### src/rtl/relu2_stage_if.sv
`timescale 1ns/1ps
`default_nettype none
// ============================================================================
//  Module      : relu2_stage_if
//  Description : Control handshake plus upstream-read / downstream-write bus
//                of the layer-2 activation stage. The slave modport is the
//                activation stage; the master modport is the controller and
//                memory side that drives start and the upstream read data.
//  Revision    : 1.0  initial release
// ============================================================================
interface relu2_stage_if #(
    parameter int DATA_WIDTH = 32,
    parameter int ADDR_WIDTH = 16
);

    // Run control
    logic                         start;
    logic                         busy;
    logic                         done;

    // Upstream result memory (synchronous read, 1-cycle latency)
    logic [ADDR_WIDTH-1:0]        read_addr;
    logic signed [DATA_WIDTH-1:0] data_in;

    // Downstream input memory write port
    logic [ADDR_WIDTH-1:0]        write_addr;
    logic signed [DATA_WIDTH-1:0] data_out;
    logic                         write_enable;

    modport master (
        output start,
        output data_in,
        input  busy,
        input  done,
        input  read_addr,
        input  write_addr,
        input  data_out,
        input  write_enable
    );

    modport slave (
        input  start,
        input  data_in,
        output busy,
        output done,
        output read_addr,
        output write_addr,
        output data_out,
        output write_enable
    );

endinterface
`default_nettype wire

### src/rtl/relu2_stage.sv
`timescale 1ns/1ps
`default_nettype none
// ============================================================================
//  Module      : relu2_stage
//  Description : Streams NUM_ELEMENTS words out of the layer-2 result memory,
//                applies ReLU and writes the results to the next layer's
//                input memory at one element per cycle.
//                Optional feature macro RELU2_SHIFT_EN: when defined, positive
//                values are also arithmetically shifted right by FRAC_SHIFT
//                to rescale the fixed-point product back to input scale.
//  Revision    : 1.0  initial release
// ============================================================================
module relu2_stage #(
    parameter int NUM_ELEMENTS = 64,
    parameter int DATA_WIDTH   = 32,
    parameter int ADDR_WIDTH   = 16,
    parameter int FRAC_SHIFT   = 8
) (
    input  wire logic       clk,
    input  wire logic       rst_n,
    relu2_stage_if.slave    bus
);

    // ------------------------------------------------------------------------
    // Constants
    // ------------------------------------------------------------------------
    localparam logic [ADDR_WIDTH-1:0] c_LAST_ADDR = ADDR_WIDTH'(NUM_ELEMENTS - 1);

`ifdef RELU2_SHIFT_EN
    localparam int c_SHIFT_ON = 1;
`else
    localparam int c_SHIFT_ON = 0;
`endif

    // Plain ReLU is the same datapath with a zero shift amount.
    localparam int c_SHIFT = FRAC_SHIFT * c_SHIFT_ON;

    // ------------------------------------------------------------------------
    // State encoding
    // ------------------------------------------------------------------------
    typedef enum logic [1:0] {
        S_IDLE  = 2'd0,
        S_RUN   = 2'd1,
        S_DRAIN = 2'd2,
        S_DONE  = 2'd3
    } state_t;

    state_t                       r_state;

    // read_addr doubles as the read counter: it is the index of the element
    // whose address is currently presented to the upstream memory.
    logic [ADDR_WIDTH-1:0]        r_read_addr;
    logic                         r_busy;
    logic                         r_done;

    // Valid pipeline: stage 1 = address issued this cycle,
    // stage 2 = data_in valid for r_s2_addr.
    logic                         r_s1_valid;
    logic                         r_s2_valid;
    logic [ADDR_WIDTH-1:0]        r_s2_addr;

    // Output register
    logic                         r_write_enable;
    logic [ADDR_WIDTH-1:0]        r_write_addr;
    logic signed [DATA_WIDTH-1:0] r_data_out;

    // Activation result for the word currently on data_in
    logic signed [DATA_WIDTH-1:0] w_act;

    // ------------------------------------------------------------------------
    // Run control FSM and read-address generation (all outputs registered).
    // ------------------------------------------------------------------------
    always_ff @(posedge clk or negedge rst_n) begin
        if (!rst_n) begin
            r_state     <= S_IDLE;
            r_read_addr <= '0;
            r_busy      <= 1'b0;
            r_done      <= 1'b0;
            r_s1_valid  <= 1'b0;
        end else begin
            r_done     <= 1'b0;
            r_s1_valid <= 1'b0;
            case (r_state)
                S_IDLE: begin
                    if (bus.start) begin
                        // Element 0 is issued on the accepting edge itself.
                        r_read_addr <= '0;
                        r_s1_valid  <= 1'b1;
                        r_busy      <= 1'b1;
                        r_state     <= (c_LAST_ADDR == '0) ? S_DRAIN : S_RUN;
                    end
                end
                S_RUN: begin
                    r_read_addr <= r_read_addr + 1'b1;
                    r_s1_valid  <= 1'b1;
                    if (r_read_addr == c_LAST_ADDR - 1'b1) begin
                        r_state <= S_DRAIN;
                    end
                end
                S_DRAIN: begin
                    // Once stage 1 is empty, the last element sits in stage 2
                    // and moves into the output register on this same edge,
                    // so the pipeline is empty when DONE is reached.
                    if (!r_s1_valid) begin
                        r_state <= S_DONE;
                    end
                end
                S_DONE: begin
                    // done/busy are registered, so they change one cycle after
                    // this state is entered; that lets the following IDLE
                    // accept a new start while done is still high.
                    r_done  <= 1'b1;
                    r_busy  <= 1'b0;
                    r_state <= S_IDLE;
                end
                default: begin
                    r_state <= S_IDLE;
                end
            endcase
        end
    end

    // ------------------------------------------------------------------------
    // Second valid stage: aligns the issued address with the memory's
    // one-cycle read latency.
    // ------------------------------------------------------------------------
    always_ff @(posedge clk or negedge rst_n) begin
        if (!rst_n) begin
            r_s2_valid <= 1'b0;
            r_s2_addr  <= '0;
        end else begin
            r_s2_valid <= r_s1_valid;
            r_s2_addr  <= r_read_addr;
        end
    end

    // ------------------------------------------------------------------------
    // Activation: negative inputs clamp to zero; non-negative inputs pass
    // through, shifted by c_SHIFT (zero when rescaling is disabled). The sign
    // bit of a non-negative value is 0, so the arithmetic shift zero-fills.
    // ------------------------------------------------------------------------
    always_comb begin
        w_act = '0;
        if (!bus.data_in[DATA_WIDTH-1]) begin
            w_act = bus.data_in >>> c_SHIFT;
        end
    end

    // ------------------------------------------------------------------------
    // Output register: strobe a write whenever stage 2 holds valid data;
    // address and data hold their previous values between writes.
    // ------------------------------------------------------------------------
    always_ff @(posedge clk or negedge rst_n) begin
        if (!rst_n) begin
            r_write_enable <= 1'b0;
            r_write_addr   <= '0;
            r_data_out     <= '0;
        end else begin
            r_write_enable <= r_s2_valid;
            if (r_s2_valid) begin
                r_write_addr <= r_s2_addr;
                r_data_out   <= w_act;
            end
        end
    end

    // ------------------------------------------------------------------------
    // Port mapping
    // ------------------------------------------------------------------------
    assign bus.busy         = r_busy;
    assign bus.done         = r_done;
    assign bus.read_addr    = r_read_addr;
    assign bus.write_enable = r_write_enable;
    assign bus.write_addr   = r_write_addr;
    assign bus.data_out     = r_data_out;

endmodule
`default_nettype wire

### src/flat_wrapper.sv
// flat-port wrapper written by rule: the top's interface ports become plain ports
module relu2_stage_flat 
#(
    parameter int NUM_ELEMENTS = 64,
    parameter int DATA_WIDTH   = 32,
    parameter int ADDR_WIDTH   = 16,
    parameter int FRAC_SHIFT   = 8
)
  (clk, rst_n, bus_start, bus_data_in, bus_busy, bus_done, bus_read_addr, bus_write_addr, bus_data_out, bus_write_enable);
  relu2_stage_if #(.DATA_WIDTH(DATA_WIDTH), .ADDR_WIDTH(ADDR_WIDTH)) bus_i ();
  input  wire logic clk;
  input  wire logic rst_n;
  input wire logic [$bits(bus_i.start)-1:0] bus_start;
  input wire logic [$bits(bus_i.data_in)-1:0] bus_data_in;
  output wire logic [$bits(bus_i.busy)-1:0] bus_busy;
  output wire logic [$bits(bus_i.done)-1:0] bus_done;
  output wire logic [$bits(bus_i.read_addr)-1:0] bus_read_addr;
  output wire logic [$bits(bus_i.write_addr)-1:0] bus_write_addr;
  output wire logic [$bits(bus_i.data_out)-1:0] bus_data_out;
  output wire logic [$bits(bus_i.write_enable)-1:0] bus_write_enable;
  assign bus_i.start = bus_start;
  assign bus_i.data_in = bus_data_in;
  assign bus_busy = bus_i.busy;
  assign bus_done = bus_i.done;
  assign bus_read_addr = bus_i.read_addr;
  assign bus_write_addr = bus_i.write_addr;
  assign bus_data_out = bus_i.data_out;
  assign bus_write_enable = bus_i.write_enable;
  relu2_stage #(.NUM_ELEMENTS(NUM_ELEMENTS), .DATA_WIDTH(DATA_WIDTH), .ADDR_WIDTH(ADDR_WIDTH), .FRAC_SHIFT(FRAC_SHIFT)) u_core (.clk(clk), .rst_n(rst_n), .bus(bus_i));
endmodule
### config.mk
export PLATFORM = sky130hd
export DESIGN_NAME = relu2_stage_flat
export DESIGN_NICKNAME = d
export VERILOG_FILES = /design/src/rtl/relu2_stage_if.sv /design/src/rtl/relu2_stage.sv /design/src/flat_wrapper.sv
export SDC_FILE = /design/constraint.sdc
export NUM_CORES = 1
export LEC_CHECK = 0
export BUFFER_PORTS_ARGS = -buffer_cell sky130_fd_sc_hd__buf_2
export CAP_MARGIN = 15
export CORE_MARGIN = 2
export CORE_UTILIZATION = 40
export DETAILED_ROUTE_END_ITERATION = 10
export SYNTH_ARGS = -nofsm -noshare
export SYNTH_HDL_FRONTEND = slang
export SYNTH_SLANG_ARGS = --single-unit
### constraint.sdc
create_clock -name clk -period 2.25 [get_ports clk]
set_input_delay 0.5625 -clock clk [delete_from_list [all_inputs] [get_ports clk]]
set_output_delay 0.5625 -clock clk [all_outputs]
set_load 0.02 [all_outputs]
==> results of run 1 <==
[metrics by stage]
stage	setup WS (ps)	power, uW	cells
global placement	336	1810	502
global route	106	2850	517
finish	245	2710	517
CTS	228	2760	517
detailed placement	244	1820	502
floorplan	377	1710	303
[critical path, cell delays in order (launching register included)]
cell     delay, ps
dfrtp_1        410
inv_1          120
ha_1           320
mux2_4         260
nand4_4        140
or4_1          540
a21oi_1        150
[placed cells by master (no fill, tap or decap), types with 2 or more instances in the layout]
cell        instances
o31ai_1             2
buf_2              99
xor2_1              4
inv_1              39
or3_2               2
nand4_1             5
nor2_1             10
dfrtp_1            85
nand2_1             7
and2_1              2
nand3_1             8
mux2_2             17
buf_12              2
clkinv_2            2
clkinvlp_4          2
nor3_1              2
ha_1                7
nor4_1              2
nand2b_1            2
xnor2_1             4
o21ai_0            37
mux2i_1             4
buf_4               5
a21oi_1             4
nand3b_1           32
clkbuf_8           10
[state kept, by name, summed over array words and instances, names as in the netlist]
signal,cells
u_core.r_state,2
u_core.bus.data_out,31
u_core.r_s2_addr,16
u_core.bus.busy,1
u_core.r_s2_valid,1
u_core.r_s1_valid,1
u_core.bus.done,1
u_core.bus.read_addr,16
u_core.bus.write_enable,1
u_core.bus.write_addr,16
[synth_stat cells (2+ instances only)]
cell / n / share of area
a21oi_1: 4 / 0.0057
and2_1: 2 / 0.0035
buf_1: 2 / 0.0021
buf_4: 2 / 0.0043
clkbuf_1: 11 / 0.012
dfrtp_1: 86 / 0.61
ha_1: 7 / 0.025
inv_1: 39 / 0.041
mux2_2: 17 / 0.054
mux2i_1: 4 / 0.011
nand2_1: 7 / 0.0074
nand2b_1: 2 / 0.0035
nand3_1: 8 / 0.011
nand3b_1: 32 / 0.068
nand4_1: 5 / 0.0089
nor2_1: 10 / 0.011
nor3_1: 2 / 0.0028
nor4_1: 2 / 0.0035
o21ai_0: 37 / 0.052
o31ai_1: 2 / 0.0043
or3_2: 2 / 0.0043
xnor2_1: 4 / 0.0099
xor2_1: 4 / 0.0099
[final cells by class]
class | count | area (um2) | area share
multi-input combinational | 163 | 1170 | 0.269
inverter | 39 | 146 | 0.0337
clock buffer | 11 | 141 | 0.0326
timing repair buffer | 106 | 573 | 0.132
tap | 108 | 135 | 0.0311
clock inverter | 4 | 25.0 | 0.00576
sequential | 86 | 2150 | 0.496
[worst paths after layout]
| kind | endpoint | startpoint | depth (start not counted) |
|---|---|---|---|
| min in group clk | u_core.r_s2_valid | u_core.r_s1_valid | 0 |
| setup reg to reg | u_core.bus.read_addr[14] | u_core.r_state[1] | 6 |
| hold reg to reg | u_core.r_s2_valid | u_core.r_s1_valid | 0 |
| hold / removal | u_core.bus.data_out[12] | rst_n | 1 |
| setup / recovery | u_core.bus.read_addr[14] | u_core.r_state[1] | 6 |
| max in group asynchronous | u_core.bus.data_out[30] | rst_n | 2 |
[power by group through the flow]
stage | clock network [uW] | registers, uW | logic [uW]
detailed placement | 0 | 1620 | 195
global placement | 0 | 1620 | 193
global route | 1040 | 1590 | 216
floorplan | 0 | 1660 | 48.1
CTS | 977 | 1590 | 196
finish | 931 | 1590 | 192
[logic make-up after synthesis]
family / Yosys count / synth area share
flops: 86 / 0.609
fa+ha+maj: 7 / 0.0248
mux: 22 / 0.0698
other cells: 1 / 0.00106
simple gates: 78 / 0.144
buf+inv: 54 / 0.0595
compound gates: 47 / 0.0719
xor+xnor: 8 / 0.0198
[layer usage]
| metal | routed length, um | up-vias | global-route usage |
|---|---|---|---|
| met2 | 3160 | 85 | 0.250 |
| met4 | 131 | 0 | 0.0684 |
| met3 | 555 | 11 | 0.0408 |
| li1 | - | 1225 | - |
| met5 | 0 | - | 0 |
| met1 | 3210 | 1169 | 0.206 |
==> impl_metrics.tcl, run 1 <==
set metrics [dict create \
    synth-main-ff-cell "dfrtp_1" \
    outcome "complete, no violations" \
    drive_gt1_frac 0.357 \
    post_drt_wl_per_cell_um 13.6 \
    grt_pass1_wl_um 12300 \
    post_dp_cell_area_mm2 0.00418 \
    core-area_mm2 0.00864 \
    skew_ps 9.09 \
    hold_violations 0 \
    switchingPower_uw 643 \
    ir_drop_mv 0.255 \
    rows 34 \
    drc_errors 0 \
    intPower_uw 2070 \
    setup_viol 0 \
    syn_area_mm2 0.00353 \
    slew_headroom 0.588 \
    leakage_uw 0.00220 \
    hold_path_class "in -> async" \
    gp_congestion 0.805 \
    root_buffer "clkbuf_8" \
    path_class "reg -> reg" \
    grt.overflow.total 0 \
    cp_max_fo 7 \
    avgSynthCellArea_um2 11.7 \
    finish.utilization 0.503 \
    cap_viol_max_count 0 \
    rrSetupSlack_ps 240 \
    grt_pass1_vias 2592 \
    cts_resized 0 \
    path_clk_slew_ps 80 \
    fin_crit_sh 0.891 \
    synth-edff-count 0 \
    io_buffers 100 \
    crit_required_ps 2520 \
    antenna_found_initial 0 \
    hold_buffers 0 \
    area_growth_pct 23.0 \
    grt_max_degree 41 \
    synth-seq-cells 86 \
    clkLatencyLatePin_ps 340 \
    cts_tree "yes" \
    finish.net_count 447 \
    drtPass1Iterations 4 \
    die_w_um 98.0 \
    yosysWarnings 0 \
    clk_path_buf_depth 2 \
    ys_seq_area_frac 0.609 \
    die_h_um 98.0 \
    hpwl_um 5100 \
    track_usage 0.158 \
    vias 2490 \
    drt_first_iter_violations 85 \
    htreeDepth 3 \
    seqPwrFrac 0.586 \
    cts.sinks 86 \
    start_util 0.409 \
    tns_ps 0 \
    cp.arrival_ps 2280 \
    p_per_area_mw_per_mm2 625 \
    holdWs_ps 166 \
    worstSetupStartpointType "flop" \
    drt_wl_total_um 7060 \
    rsz0062_at_grt "false" \
    slew_viol_final 0 \
    worst_pin_slew_ps 618 \
    period_needed_ps 2010 \
    design_area_mm2 0.00434 \
    power_frac_comb 0.071 \
    max_freq_ghz 0.499 \
    routed_via_density 4.82 \
    endpoint_kind "flop" \
    fillers 820 \
    ys_types 35 \
    ios 102 \
    clkPwrFrac 0.343 \
    synthArstFlopShare 1.00 \
    diodes 0 \
    cts_buffers 9 \
    synth_fp_nets 345 \
    post_cts_buffers 0 \
    die_area_mm2 0.00960 \
    ant_nets 0 \
    switching_share 0.237 \
    syn_inst 303 \
]
Power figures use the tool's default switching activity.
==> run 2: changes to the inputs <==
Settings changed: ABC_AREA set to 1.
==> impl_metrics.tcl, run 2 <==
set metrics [dict create \
    outcome "complete, no violations" \
    core-area_mm2 0.00872 \
    hold_path_class "in -> async" \
    synth-edff-count 0 \
    skew_ps 9.80 \
    drt_first_iter_violations 68 \
    ys_seq_area_frac 0.600 \
    rows 34 \
    synth.largest_area_cell "dfrtp_1" \
    cap_viol_max_count 0 \
    fillers 806 \
    worst_pin_slew_ps 608 \
    cp_max_fo 13 \
    p_per_area_mw_per_mm2 1220 \
    synthTopCellsByArea "dfrtp_1 (60%), inv_1 (6.8%), nand3_1 (5.7%)" \
    start_util 0.411 \
    endpoint_kind "flop" \
    ys_types 26 \
    cp.arrival_ps 1980 \
    die_area_mm2 0.00974 \
    routed_via_density 4.62 \
    ant_nets 0 \
    route.met3.wl_um 403 \
    crit_path_top_delay_cell "dfrtp_1" \
    gp_congestion 0.873 \
    final_cell_mix "buf_2 (99), dfrtp_1 (85), inv_1 (65)" \
    top_layer "met4" \
    drive_gt1_frac 0.310 \
    slowest_delay_ps 420 \
    rsz0062_at_grt "false" \
    period_needed_ps 1730 \
    max_freq_ghz 0.578 \
    hold_buffers 0 \
    area_growth_pct 23.9 \
    leakage_uw 0.00246 \
    path_class "reg -> reg" \
    worstSetupStartpointType "flop" \
    crit_family "simple AND/OR/NAND/NOR gates" \
    mostFrequentLayoutCell "buf_2" \
    wl_met2_um 3390 \
    tns_ps 0 \
    die_h_um 98.7 \
    yosys.area.top_type_share 0.600 \
    vias 2700 \
    crit_chain "inv_1 > ha_1 > nand2_1 > nor2_1 > inv_1 > nand2_1 > o21ai_0 > nand2_1 > inv_1" \
    cts.sinks 86 \
    wl_met1_um 3550 \
    cp.buffers_inverters 3 \
    track_usage 0.163 \
    hpwl_um 5300 \
    crit_required_ps 2500 \
    hold_violations 0 \
    synth_fp_nets 412 \
    drc_errors 0 \
    cts_buffers 9 \
    antenna_found_initial 0 \
    post_cts_buffers 0 \
    synthArstFlopShare 1.00 \
    root_buffer "clkbuf_8" \
    fin_crit_sh 0.769 \
    cts_tree "yes" \
    slew_viol_final 0 \
    avgSynthCellArea_um2 9.70 \
    cp-startpoint "u_core.r_state[0]" \
    grt_pass1_vias 2618 \
    path_clk_slew_ps 80 \
    synth-seq-cells 86 \
    r2r_start "u_core.r_state[0]" \
    drtPass1Iterations 4 \
    ios 102 \
    clk_path_buf_depth 2 \
    post_drt_wl_per_cell_um 12.8 \
    syn_area_mm2 0.00359 \
    grt.overflow.total 0 \
    slew_headroom 0.595 \
    setup_viol 0 \
    syn_inst 370 \
    ir_drop_mv 0.636 \
    synth-main-ff-cell "dfrtp_1" \
    synth_most_common_cell "dfrtp_1" \
    io_buffers 100 \
    largest_reg_flops 31 \
    cts_resized 0 \
    yosysWarnings 0 \
    cp.depth 9 \
    htreeDepth 3 \
    worst_r2r_path_depth 9 \
    drt_wl_total_um 7460 \
    holdWs_ps 61.2 \
    synth_common_cells "dfrtp_1 (86), inv_1 (65), nand2_1 (48), nand3_1 (41), o21ai_0 (37)" \
    grt_pass1_wl_um 12700 \
    grt_max_degree 53 \
    die_w_um 98.7 \
    finish.net_count 514 \
    clkLatencyLatePin_ps 350 \
    diodes 0 \
]
## run 2: cell types whose count changed in the layout (fill, tap and decap cells not counted), moves of 19 or more
| cell | before | now |
|---|---|---|
| nand3b_1 | 32 | 0 |
| nor2_1 | 10 | 29 |
| inv_1 | 39 | 65 |
| nand3_1 | 8 | 41 |
| nand2_1 | 7 | 48 |
## run 2: per-layer routing
metal | GRT usage | up-vias
met5 | 0 | -
met4 | 0.0685 | 0
met3 | 0.0319 | 11
met2 | 0.255 | 77
met1 | 0.224 | 1245
li1 | - | 1367
## run 2: worst paths after layout
| check | end | slack [ps] |
|---|---|---|
| max reg2reg | u_core.bus.read_addr[6] | 520 |
| min reg2reg | u_core.r_s2_valid | 400 |
| max | u_core.bus.read_addr[6] | 520 |
| min in group clk | u_core.r_s2_valid | 400 |
| max in group asynchronous | u_core.bus.write_addr[15] | 1470 |
| min | u_core.bus.data_out[26] | 60 |
## run 2: power breakdown
| part | internal [uW] | switching [uW] |
|---|---|---|
| Combinational | 632 | 1160 |
| Clock | 768 | 535 |
| Sequential | 1970 | 336 |
| Total | 3370 | 2030 |
## run 2: cells by family after synthesis
group                    synth area share
adder cells (fa/ha/maj)            0.0244
AO/OA/AOI/OAI                      0.0705
multiplexers                       0.0502
flip-flops                          0.600
AND/OR/NAND/NOR                     0.164
other                             0.00105
buffers and inverters              0.0896
## run 2: layout make-up
type / count / area [um2] / share of cell area
flip-flops and latches: 86 / 2150 / 0.485
multi-input cells: 204 / 1110 / 0.251
repair buffers: 105 / 553 / 0.124
inverters: 66 / 248 / 0.0558
clock buffers: 12 / 145 / 0.0327
well taps: 108 / 135 / 0.0304
clock inverters: 4 / 95.1 / 0.0214
## run 2: through the flow
step | util | std cells | total power [uW] | worst slack, ps | instance area, um2
CTS | 0.509 | 585 | 5490 | 493 | 4440
detailed placement | 0.482 | 569 | 4170 | 521 | 4200
global route | 0.509 | 585 | 5810 | 285 | 4440
finish | 0.509 | 585 | 5410 | 519 | 4440
global placement | 0.482 | 569 | 4130 | 636 | 4200
floorplan | - | 370 | 3530 | 828 | 3590
## run 2: worst register-to-register path: cells and delay by family, from the launching register on
kind	cells	cell delay [ps]
DFF	1	420
buffers and inverters	3	370
AOI/OAI and AO/OA	1	100
adders and majority gates	1	230
and+or+nand+nor	4	510
==> run 3: changes to the inputs <==
Clock period 2.25 ns to 1.8 ns, I/O delays scaled along.
==> impl_metrics.tcl, run 3 (synthesis gave the netlist of run 2 again) <==
set metrics [dict create \
    tns_ps 0 \
    reg2reg_to "u_core.bus.read_addr[9]" \
    clk_path_buf_depth 2 \
    crit_path_top_delay_cell "dfrtp_1" \
    grt_max_degree 54 \
    die_area_mm2 0.00974 \
    drive_gt1_frac 0.311 \
    grt_pass1_vias 2666 \
    cp.arrival_ps 1890 \
    switching_share 0.367 \
    diodes 0 \
    crit_family "flip-flops" \
    hold_path_class "in -> reg" \
    die_h_um 98.7 \
    r2r_start "u_core.r_state[1]" \
    hpwl_um 5240 \
    slew_headroom 0.630 \
    area_growth_pct 25.1 \
    crit_required_ps 2050 \
    ir_drop_mv 0.918 \
    rsz0062_at_grt "false" \
    drt_wl_total_um 7260 \
    leakage_uw 0.00248 \
    seqPwrFrac 0.419 \
    io_buffers 100 \
    fin_crit_sh 0.914 \
    outcome "complete, no violations" \
    cts_tree "yes" \
    antenna_found_initial 0 \
    cp.buffers_inverters 3 \
    clkPwrFrac 0.249 \
    rrSetupSlack_ps 150 \
    cts.sinks 86 \
    cp_max_fo 6 \
    gp_congestion 0.867 \
    worst_pin_slew_ps 555 \
    fin_cells 587 \
    p_per_area_mw_per_mm2 1530 \
    intPower_uw 4350 \
    finish.net_count 516 \
    switchingPower_uw 2520 \
    grt_pass1_wl_um 12200 \
    path_clk_slew_ps 80 \
    root_buffer "clkbuf_8" \
    track_usage 0.157 \
    slowest_delay_ps 420 \
    final_cell_mix "buf_2 (99), dfrtp_1 (85), inv_1 (64)" \
    worstSetupStartpointType "flop" \
    drtPass1Iterations 4 \
    routed_via_density 4.62 \
    max_freq_ghz 0.608 \
    slew_viol_final 0 \
    rows 34 \
    drt_first_iter_violations 56 \
    start_util 0.411 \
    period_needed_ps 1650 \
    p_total_uw 6880 \
    mostFrequentLayoutCell "buf_2" \
    hold_violations 0 \
    finish.utilization 0.515 \
    worst_r2r_path_depth 9 \
    cts_buffers 9 \
    grt.overflow.total 0 \
    clkLatencyLatePin_ps 350 \
    hold_path_end "u_core.bus.data_out[24]" \
    power_frac_comb 0.333 \
    die_w_um 98.7 \
    post_drt_wl_per_cell_um 12.4 \
    vias 2712 \
    ant_nets 0 \
    core-area_mm2 0.00872 \
    skew_ps 6.60 \
    hp-start "bus_data_in[24]" \
    hold_depth 3 \
    path_class "reg -> reg" \
    largest_reg_flops 31 \
    htreeDepth 3 \
    setup_viol 0 \
    crit_chain "inv_1 > ha_1 > inv_2 > o21ai_2 > nand2_2 > o21ai_2 > nand2_1 > nand2_1 > inv_1" \
    cap_viol_max_count 0 \
    ios 102 \
    place_ws_ps 132 \
    dpl.cell_count 570 \
    endpoint_kind "flop" \
    timing.final.ws_setup_ps 155 \
    drc_errors 0 \
]
[run 3: changes by cell type in the layout (fill, tap and decap cells not counted), sizes merged]
cell	change
buf	+1
dlygate4sd3	+1
clkinv	-1
bufinv	+1
[run 3: layout make-up]
cell class                      count  area (um2)
Clock buffer                       12         135
Clock inverter                      4         120
Fill cell                         821        4230
Inverter                           66         248
Multi-Input combinational cell    204        1110
Sequential cell                    86        2150
Tap cell                          108         135
Timing Repair Buffer              107         583
[run 3: tightest hold or removal path, cell delays in order]
cell and delay [ps]:
buf_2 80, nand3_1 60, o21ai_0 60
[run 3: power by group through the flow]
stage | clock network, uW | logic (uW) | registers (uW)
after global placement | 0 | 2280 | 2910
after floorplan | 0 | 1060 | 3350
after CTS | 1780 | 2330 | 2890
after global routing | 1840 | 2560 | 2970
final | 1710 | 2290 | 2880
after detailed placement | 0 | 2320 | 2940
[run 3: metrics by stage]
stage / area (um2) / hold WS (ps)
3_3_place_gp: 4220 / 315
6_report: 4490 / 333
3_5_place_dp: 4220 / 317
4_1_cts: 4490 / 314
5_1_grt: 4490 / 326
2_1_floorplan: 3590 / 154
[run 3: worst max path at each step]
stage                      start                       to  slack, ps  cells past startpoint
2_1_floorplan  u_core.r_state[0]  u_core.bus.read_addr[6]        380                     10
3_3_place_gp   u_core.r_state[0]  u_core.bus.read_addr[6]        210                      9
3_5_place_dp   u_core.r_state[0]  u_core.bus.read_addr[6]        130                      9
4_1_cts        u_core.r_state[0]  u_core.bus.read_addr[6]        110                      9
5_1_grt        u_core.r_state[1]  u_core.bus.read_addr[9]          4                     10
6_report       u_core.r_state[1]  u_core.bus.read_addr[9]        150                      9
[run 3: timing repair]
action	CTS	global route
hold buffers	1	0
buffers inserted	0	0
endpoints found under the setup margin	0	5
resized for setup	0	1
hold endpoints to repair	13	0
[run 3: metal layers]
layer,part of all wire,up-vias,track usage
met5,0,-,0
met1,0.48,1253,0.209
met2,0.45,74,0.254
met4,0.016,0,0.0632
li1,-,1374,-
met3,0.054,11,0.0291
